**src/rtl/acorn_pkg.sv**
```systemverilog
// Shared constants, FSM encoding and boolean helpers for the ACORN-128 stream engine.
package acorn_pkg;
    localparam int STATE_W      = 293;
    localparam int PAD_STEPS    = 256;
    localparam int PAD_CA_STEPS = 128;

    typedef enum logic [2:0] {IDLE, DATA, STEP, OUTW, PAD, DONE} fsm_state_e;

    function automatic logic maj(input logic x, input logic y, input logic z);
        return (x & y) ^ (x & z) ^ (y & z);
    endfunction

    function automatic logic ch(input logic x, input logic y, input logic z);
        return (x & y) ^ (~x & z);
    endfunction
endpackage

```
**src/rtl/acorn_step.sv**
```systemverilog
// One combinational ACORN-128 step: LFSR mixing, keystream bit, feedback and shift.
module acorn_step
    import acorn_pkg::*;
(
    input  logic [STATE_W-1:0] s,
    input  logic               ca,
    input  logic               cb,
    input  logic               din,
    input  logic               decrypt,
    output logic [STATE_W-1:0] s_next,
    output logic               ks,
    output logic               dout
);
    logic [STATE_W-1:0] t;
    logic               f;
    logic               m;

    always_comb begin
        // NOTE: every variable written here gets a default first, so no path can infer a latch.
        t = s;
        // All six taps read pre-update values, matching the in-place order of the reference.
        t[289] = s[289] ^ s[235] ^ s[230];
        t[230] = s[230] ^ s[196] ^ s[193];
        t[193] = s[193] ^ s[160] ^ s[154];
        t[154] = s[154] ^ s[111] ^ s[107];
        t[107] = s[107] ^ s[66]  ^ s[61];
        t[61]  = s[61]  ^ s[23]  ^ s[0];

        ks   = t[12] ^ t[154] ^ maj(t[235], t[61], t[193]) ^ ch(t[230], t[111], t[66]);
        dout = din ^ ks;
        m    = decrypt ? dout : din;
        f    = t[0] ^ ~t[107] ^ maj(t[244], t[23], t[160]) ^ (ca & t[196]) ^ (cb & ks);

        s_next = {f ^ m, t[STATE_W-1:1]};
    end
endmodule

```
**src/rtl/acorn_crypt_stream.sv**
```systemverilog
// ACORN-128 encrypt/decrypt data phase plus 256-step padding, U steps per clock.
module acorn_crypt_stream
    import acorn_pkg::*;
#(
    parameter int DW = 32,
    parameter int U  = 1
) (
    input  logic                    clk,
    input  logic                    rst,
    input  logic                    start,
    input  logic                    decrypt,
    input  logic                    empty_msg,
    input  logic [STATE_W-1:0]      state_in,
    input  logic                    in_valid,
    output logic                    in_ready,
    input  logic [DW-1:0]           in_data,
    input  logic                    in_last,
    input  logic [$clog2(DW/8):0]   in_bytes,
    output logic                    out_valid,
    input  logic                    out_ready,
    output logic [DW-1:0]           out_data,
    output logic                    busy,
    output logic                    done,
    output logic [STATE_W-1:0]      state_out
);
    localparam int NB    = DW / 8;
    localparam int BW    = $clog2(NB) + 1;
    localparam int MAXL  = (DW > PAD_STEPS) ? DW : PAD_STEPS;
    localparam int CNT_W = $clog2(MAXL + U + 1);

    fsm_state_e         state_q;
    logic [STATE_W-1:0] s_q;
    logic [STATE_W-1:0] state_out_q;
    logic               dec_q;
    logic               last_q;
    logic [DW-1:0]      data_q;
    logic [DW-1:0]      out_q;
    logic [CNT_W-1:0]   total_q;
    logic [CNT_W-1:0]   cnt_q;

    logic               in_pad;
    logic               dec_step;
    logic [CNT_W-1:0]   limit;
    logic [CNT_W-1:0]   cnt_nxt;
    logic               fin;
    logic [DW-1:0]      data_sh;
    logic [U-1:0]       ob;
    logic [U-1:0]       ks_v;
    logic [DW-1:0]      ob_w;
    logic [DW-1:0]      out_nxt;
    logic [BW-1:0]      nb_eff;
    logic               unused_ks;

    assign in_pad   = (state_q == PAD);
    assign dec_step = (state_q == STEP) & dec_q;
    assign limit    = in_pad ? CNT_W'(PAD_STEPS) : total_q;
    assign cnt_nxt  = cnt_q + CNT_W'(U);
    assign fin      = (cnt_nxt >= limit);
    assign data_sh  = data_q >> cnt_q;

    // Stage k handles step cnt_q+k; stages past the limit pass the state through untouched.
    for (genvar k = 0; k < U; k++) begin : g_step
        logic [STATE_W-1:0] s_prev;
        logic [STATE_W-1:0] s_new;
        logic [STATE_W-1:0] s_o;
        logic [CNT_W-1:0]   idx;
        logic               en;
        logic               din;
        logic               ca;
        logic               dout_k;

        if (k == 0) begin : g_first
            assign s_prev = s_q;
        end else begin : g_chain
            assign s_prev = g_step[k-1].s_o;
        end

        assign idx = cnt_q + CNT_W'(k);
        assign en  = (idx < limit);
        assign din = in_pad ? (idx == '0) : data_sh[k];
        assign ca  = in_pad ? (idx < CNT_W'(PAD_CA_STEPS)) : 1'b1;

        acorn_step u_step (
            .s       (s_prev),
            .ca      (ca),
            .cb      (1'b0),
            .din     (din),
            .decrypt (dec_step),
            .s_next  (s_new),
            .ks      (ks_v[k]),
            .dout    (dout_k)
        );

        assign s_o   = en ? s_new : s_prev;
        assign ob[k] = en & dout_k;
    end

    assign unused_ks = ^ks_v;

    always_comb begin
        ob_w         = '0;
        ob_w[U-1:0]  = ob;
        out_nxt      = out_q | (ob_w << cnt_q);
        nb_eff       = BW'(NB);
        if (in_last && (in_bytes != '0) && (in_bytes <= BW'(NB)))
            nb_eff = in_bytes;
    end

    always_ff @(posedge clk or posedge rst) begin
        // NOTE: sequential state uses non-blocking assignments only, so every flop sees pre-edge values.
        if (rst) begin
            state_q     <= IDLE;
            s_q         <= '0;
            state_out_q <= '0;
            dec_q       <= 1'b0;
            last_q      <= 1'b0;
            data_q      <= '0;
            out_q       <= '0;
            total_q     <= '0;
            cnt_q       <= '0;
        end else begin
            case (state_q)
                IDLE: if (start) begin
                    s_q     <= state_in;
                    dec_q   <= decrypt;
                    cnt_q   <= '0;
                    state_q <= empty_msg ? PAD : DATA;
                end
                DATA: if (in_valid) begin
                    data_q  <= in_data;
                    last_q  <= in_last;
                    total_q <= CNT_W'(nb_eff) << 3;
                    out_q   <= '0;
                    cnt_q   <= '0;
                    state_q <= STEP;
                end
                STEP: begin
                    s_q   <= g_step[U-1].s_o;
                    out_q <= out_nxt;
                    if (fin) begin
                        cnt_q   <= '0;
                        state_q <= OUTW;
                    end else begin
                        cnt_q <= cnt_nxt;
                    end
                end
                OUTW: if (out_ready) state_q <= last_q ? PAD : DATA;
                PAD: begin
                    s_q <= g_step[U-1].s_o;
                    if (fin) begin
                        cnt_q       <= '0;
                        state_out_q <= g_step[U-1].s_o;
                        state_q     <= DONE;
                    end else begin
                        cnt_q <= cnt_nxt;
                    end
                end
                DONE:    state_q <= IDLE;
                default: state_q <= IDLE;
            endcase
        end
    end

    assign in_ready  = (state_q == DATA);
    assign out_valid = (state_q == OUTW);
    assign busy      = (state_q != IDLE);
    assign done      = (state_q == DONE);
    assign out_data  = out_q;
    assign state_out = state_out_q;
endmodule
```
**config.mk**
```make
export PLATFORM = sky130hd
export DESIGN_NAME = acorn_crypt_stream
export DESIGN_NICKNAME = d
export VERILOG_FILES = /design/src/rtl/acorn_pkg.sv /design/src/rtl/acorn_step.sv /design/src/rtl/acorn_crypt_stream.sv
export SDC_FILE = /design/constraint.sdc
export NUM_CORES = 2
export LEC_CHECK = 0
export CORE_MARGIN = 3
export CORE_UTILIZATION = 29
export DETAILED_ROUTE_END_ITERATION = 7
export DONT_BUFFER_PORTS = 1
export PLACE_DENSITY = 0.44
export SLEW_MARGIN = 20
export SYNTH_ARGS = -nofsm -noshare
export SYNTH_HDL_FRONTEND = slang
export SYNTH_SLANG_ARGS = --single-unit
```
**constraint.sdc**
```tcl
create_clock -name clk -period 27.8 [get_ports clk]
set_input_delay 6.95 -clock clk [delete_from_list [all_inputs] [get_ports clk]]
set_output_delay 6.95 -clock clk [all_outputs]
set_load 0.02 [all_outputs]
```
==> metrics.csv <==
stage,metric,value,unit
clocking,cts bufs inserted,81,
grt,vias in the first global route,22200,
yosys,Synth area leaders,"dfrtp_1, mux2i_1, o22ai_1, o21ai_0, a21oi_1",
layout,Layout area overhead,12.8,%
yosys,Cells after Synth,2967,
layout,"commonest non-fill, non-tap cell in the layout",dfrtp_1,
clocking,Clock transition at path regs,50,ps
clocking,Clock Sinks,667,
floorplan,Rows,116,
grt,initial antenna violation count,27,
grt,global-route wire length before repair,150000,µm
worst_setup_path,Crit path max-delay family,buffers and inverters,
placement,dpl cells,4110,
worst_setup_path,Worst Path Max Fanout,112,
timing,RSZ-0062 raised after global routing,no,
pwr,VDD IR max,86.6,µV
floorplan,initial core utilization,29.5,%
layout,Non-Filler Instances,4279,
floorplan,Chip Width,327,µm
timing,Final Hold Fails,0,
worst_setup_path,Crit-path slowest cell,buf_4,
yosys,Yosys top cell area share,56.0,%
pwr,Leak Pwr,14.7,nW
worst_setup_path,Worst setup SP type,primary input,
yosys,Synth async-reset ratio,100,%
job,Max-Cap Viols,0,
timing,Final Setup Violations,0,
layout,most frequent cells in the layout,"dfrtp_1, nand2_1, o21ai_0, nor2_1, a21oi_1",
clocking,"Hold-fix buffers, CTS",0,
timing,Final WS setup,18310,ps
layout,share of cells above drive strength 1,7.52,%
worst_setup_path,CP bufs+invs,4,
layout,Final Core Density,33.3,%
layout,Final nets,3183,
yosys,Yosys cell types,57,
yosys,post-synthesis net count,3313,
routing,Vias,22300,
placement,HPWL Detailed,68800,µm
worst_setup_path,kind of critical path,primary input to async pin,
yosys,top_reg_cell synth,dfrtp_1,
yosys,Synth Cell Area,0.0298,mm²
placement,routability cong.,0.853,
worst_setup_path,Worst EP required,28420,ps
routing,# DRC,0,
worst_setup_path,critical path data arrival time,10100,ps
floorplan,I/O Pins,665,
worst_hold_path,Hold WC Path Type,flip-flop to flip-flop,
yosys,Mapped Avg Cell Area,10.0,µm²
worst_setup_path,Critical Path Most Common Cell,buf_4,
placement,I/O Buffers,0,
clocking,CTS tree,done,
clocking,H-tree depth,3,
run_status,status,"complete, no violations",
worst_setup_path,critical path endpoint category,async pin,
timing,Final min period,9490,ps
worst_setup_path,crit-path cells,"inv_8, buf_4, buf_4, buf_4",
grt,largest net degree at the start of global routing,177,
yosys,synthesis-stage register bit count,667,
worst_setup_path,"slowest stage delay, CP",870,ps
timing,Final Cycle Share,34.1,%
clocking,post-CTS setup buffers,0,
grt,GRT Resource Usage Total,18.3,%
routing,vias per cell,5.21,
floorplan,Die Footprint,0.107,mm²
routing,WL/cell,23.8,µm
timing,Setup TNS Final,0,ps
clocking,worst-skew pair later-pin latency,640,ps
grt,total gr overflow,0,
timing,Max Clock Skew,20.6,ps
yosys,"EDFF count, synth",0,
placement,DP Worst Slack,17510,ps
pwr,PwrDens,149,mW/mm²
timing,Worst slew margin,16.4,%
floorplan,die height,327,µm
timing,pin slew with the least headroom to its limit,1250,ps
yosys,dominant cell type by area after synthesis,dfrtp_1,
routing,WL final,102000,µm
routing,ANT nets after route,0,
timing,"Slew Viols, Final",0,
routing,1st-iter DRT viols,1455,
routing,Pre-antenna DRT Iters,5,
yosys,register area share after synthesis,56.0,%
yosys,Ys Warns,0,
clocking,post-cts sizing count,0,
floorplan,core area,0.101,mm²
timing,Max Clk Rate,105,MHz
clocking,clock root buffer,clkbuf_16,
clocking,Max clock buf depth,3,
registers in the layout (all words and copies together) (netlist names):
| signal | count |
|---|---|
| cnt_q | 9 |
| data_q | 32 |
| dec_q | 1 |
| g_step.s_prev | 293 |
| last_q | 1 |
| out_data | 32 |
| state_out | 293 |
| state_q | 3 |
| total_q | 3 |
metrics by stage:
| step | power, W | hold WS (ps) | cell area, µm² |
|---|---|---|---|
| CTS | 0.00507 | 499 | 33500 |
| global placement | 0.00393 | 483 | 30800 |
| global route | 0.00535 | 501 | 33600 |
| detailed placement | 0.00399 | 488 | 30900 |
| floorplan | 0.00336 | 450 | 29800 |
| finish | 0.00500 | 496 | 33600 |
metal layers:
layer	track usage, %	up-vias	routed length (µm)
li1	-	10300	-
met1	21.0	11100	39000
met2	30.5	691	50000
met3	7.79	167	9540
met4	6.74	14	3140
met5	0	-	93
final cells by class:
cell class                 instances  area [µm²]
antenna                           22        55.1
tap                             1357        1700
sequential                       667       16700
fill                           10400       67400
timing repair buffer              37         359
inverter                           7        33.8
clock inverter                    22         228
clock buffer                     124        2420
multi-input combinational       2043       12100
worst reg2reg max path: stages (launching register included):
cell	delay [ps]
dfrtp_1	880
and4_1	430
nand2_1	100
xnor2_1	170
ha_1	330
a21o_1	180
a31oi_1	200
nand2b_1	120
o21ai_4	780
buf_4	890
buf_6	700
buf_4	890
o21ai_0	320
cells in the mapped netlist (4+ instances only):
master and instances:
a21o_1 6, a21oi_1 300, a22o_1 6, buf_1 33, buf_2 57, clkbuf_1 158, dfrtp_1 667, ha_1 10
inv_1 7, mux2_2 39, mux2i_1 293, mux4_1 4, nand2_1 355, nand2b_1 6, nand3_1 6, nor2_1 311
nor2b_1 6, nor3_1 6, o21ai_0 321, o21ai_1 12, o22ai_1 291, o31ai_1 5, xnor2_1 12, xor2_1 4
xor3_1 4
power by group:
| group | switching (W) | internal (W) |
|---|---|---|
| registers | 0.000735 | 0.00141 |
| clock network | 0.000422 | 0.000637 |
| logic | 0.00107 | 0.000725 |
worst paths after layout:
path	startpoint	to	slack (ps)	cells past startpoint
max	rst	state_out[258]	18310	4
min	data_q[28]	data_q[28]	500	1
min reg2reg	data_q[28]	data_q[28]	500	1
min in group asynchronous	rst	g_step[0].s_prev[124]	6240	1
max reg2reg	cnt_q[0]	state_out[268]	21630	12
max in group clk	start	g_step[0].s_prev[117]	18950	4
kinds of logic (layout without fill, tap and decap cells):
family | count (synthesis) | in the layout | synth area share [%]
xor+xnor | 22 | 22 | 0.919
fa+ha+maj | 12 | 12 | 0.487
compound gates | 959 | 959 | 17.8
buf+inv | 257 | 190 | 3.51
other cells | 0 | 22 | 0
simple gates | 711 | 711 | 9.43
mux | 339 | 339 | 11.9
flops | 667 | 667 | 56.0
No activity file was read; power rests on OpenSTA's default activity.
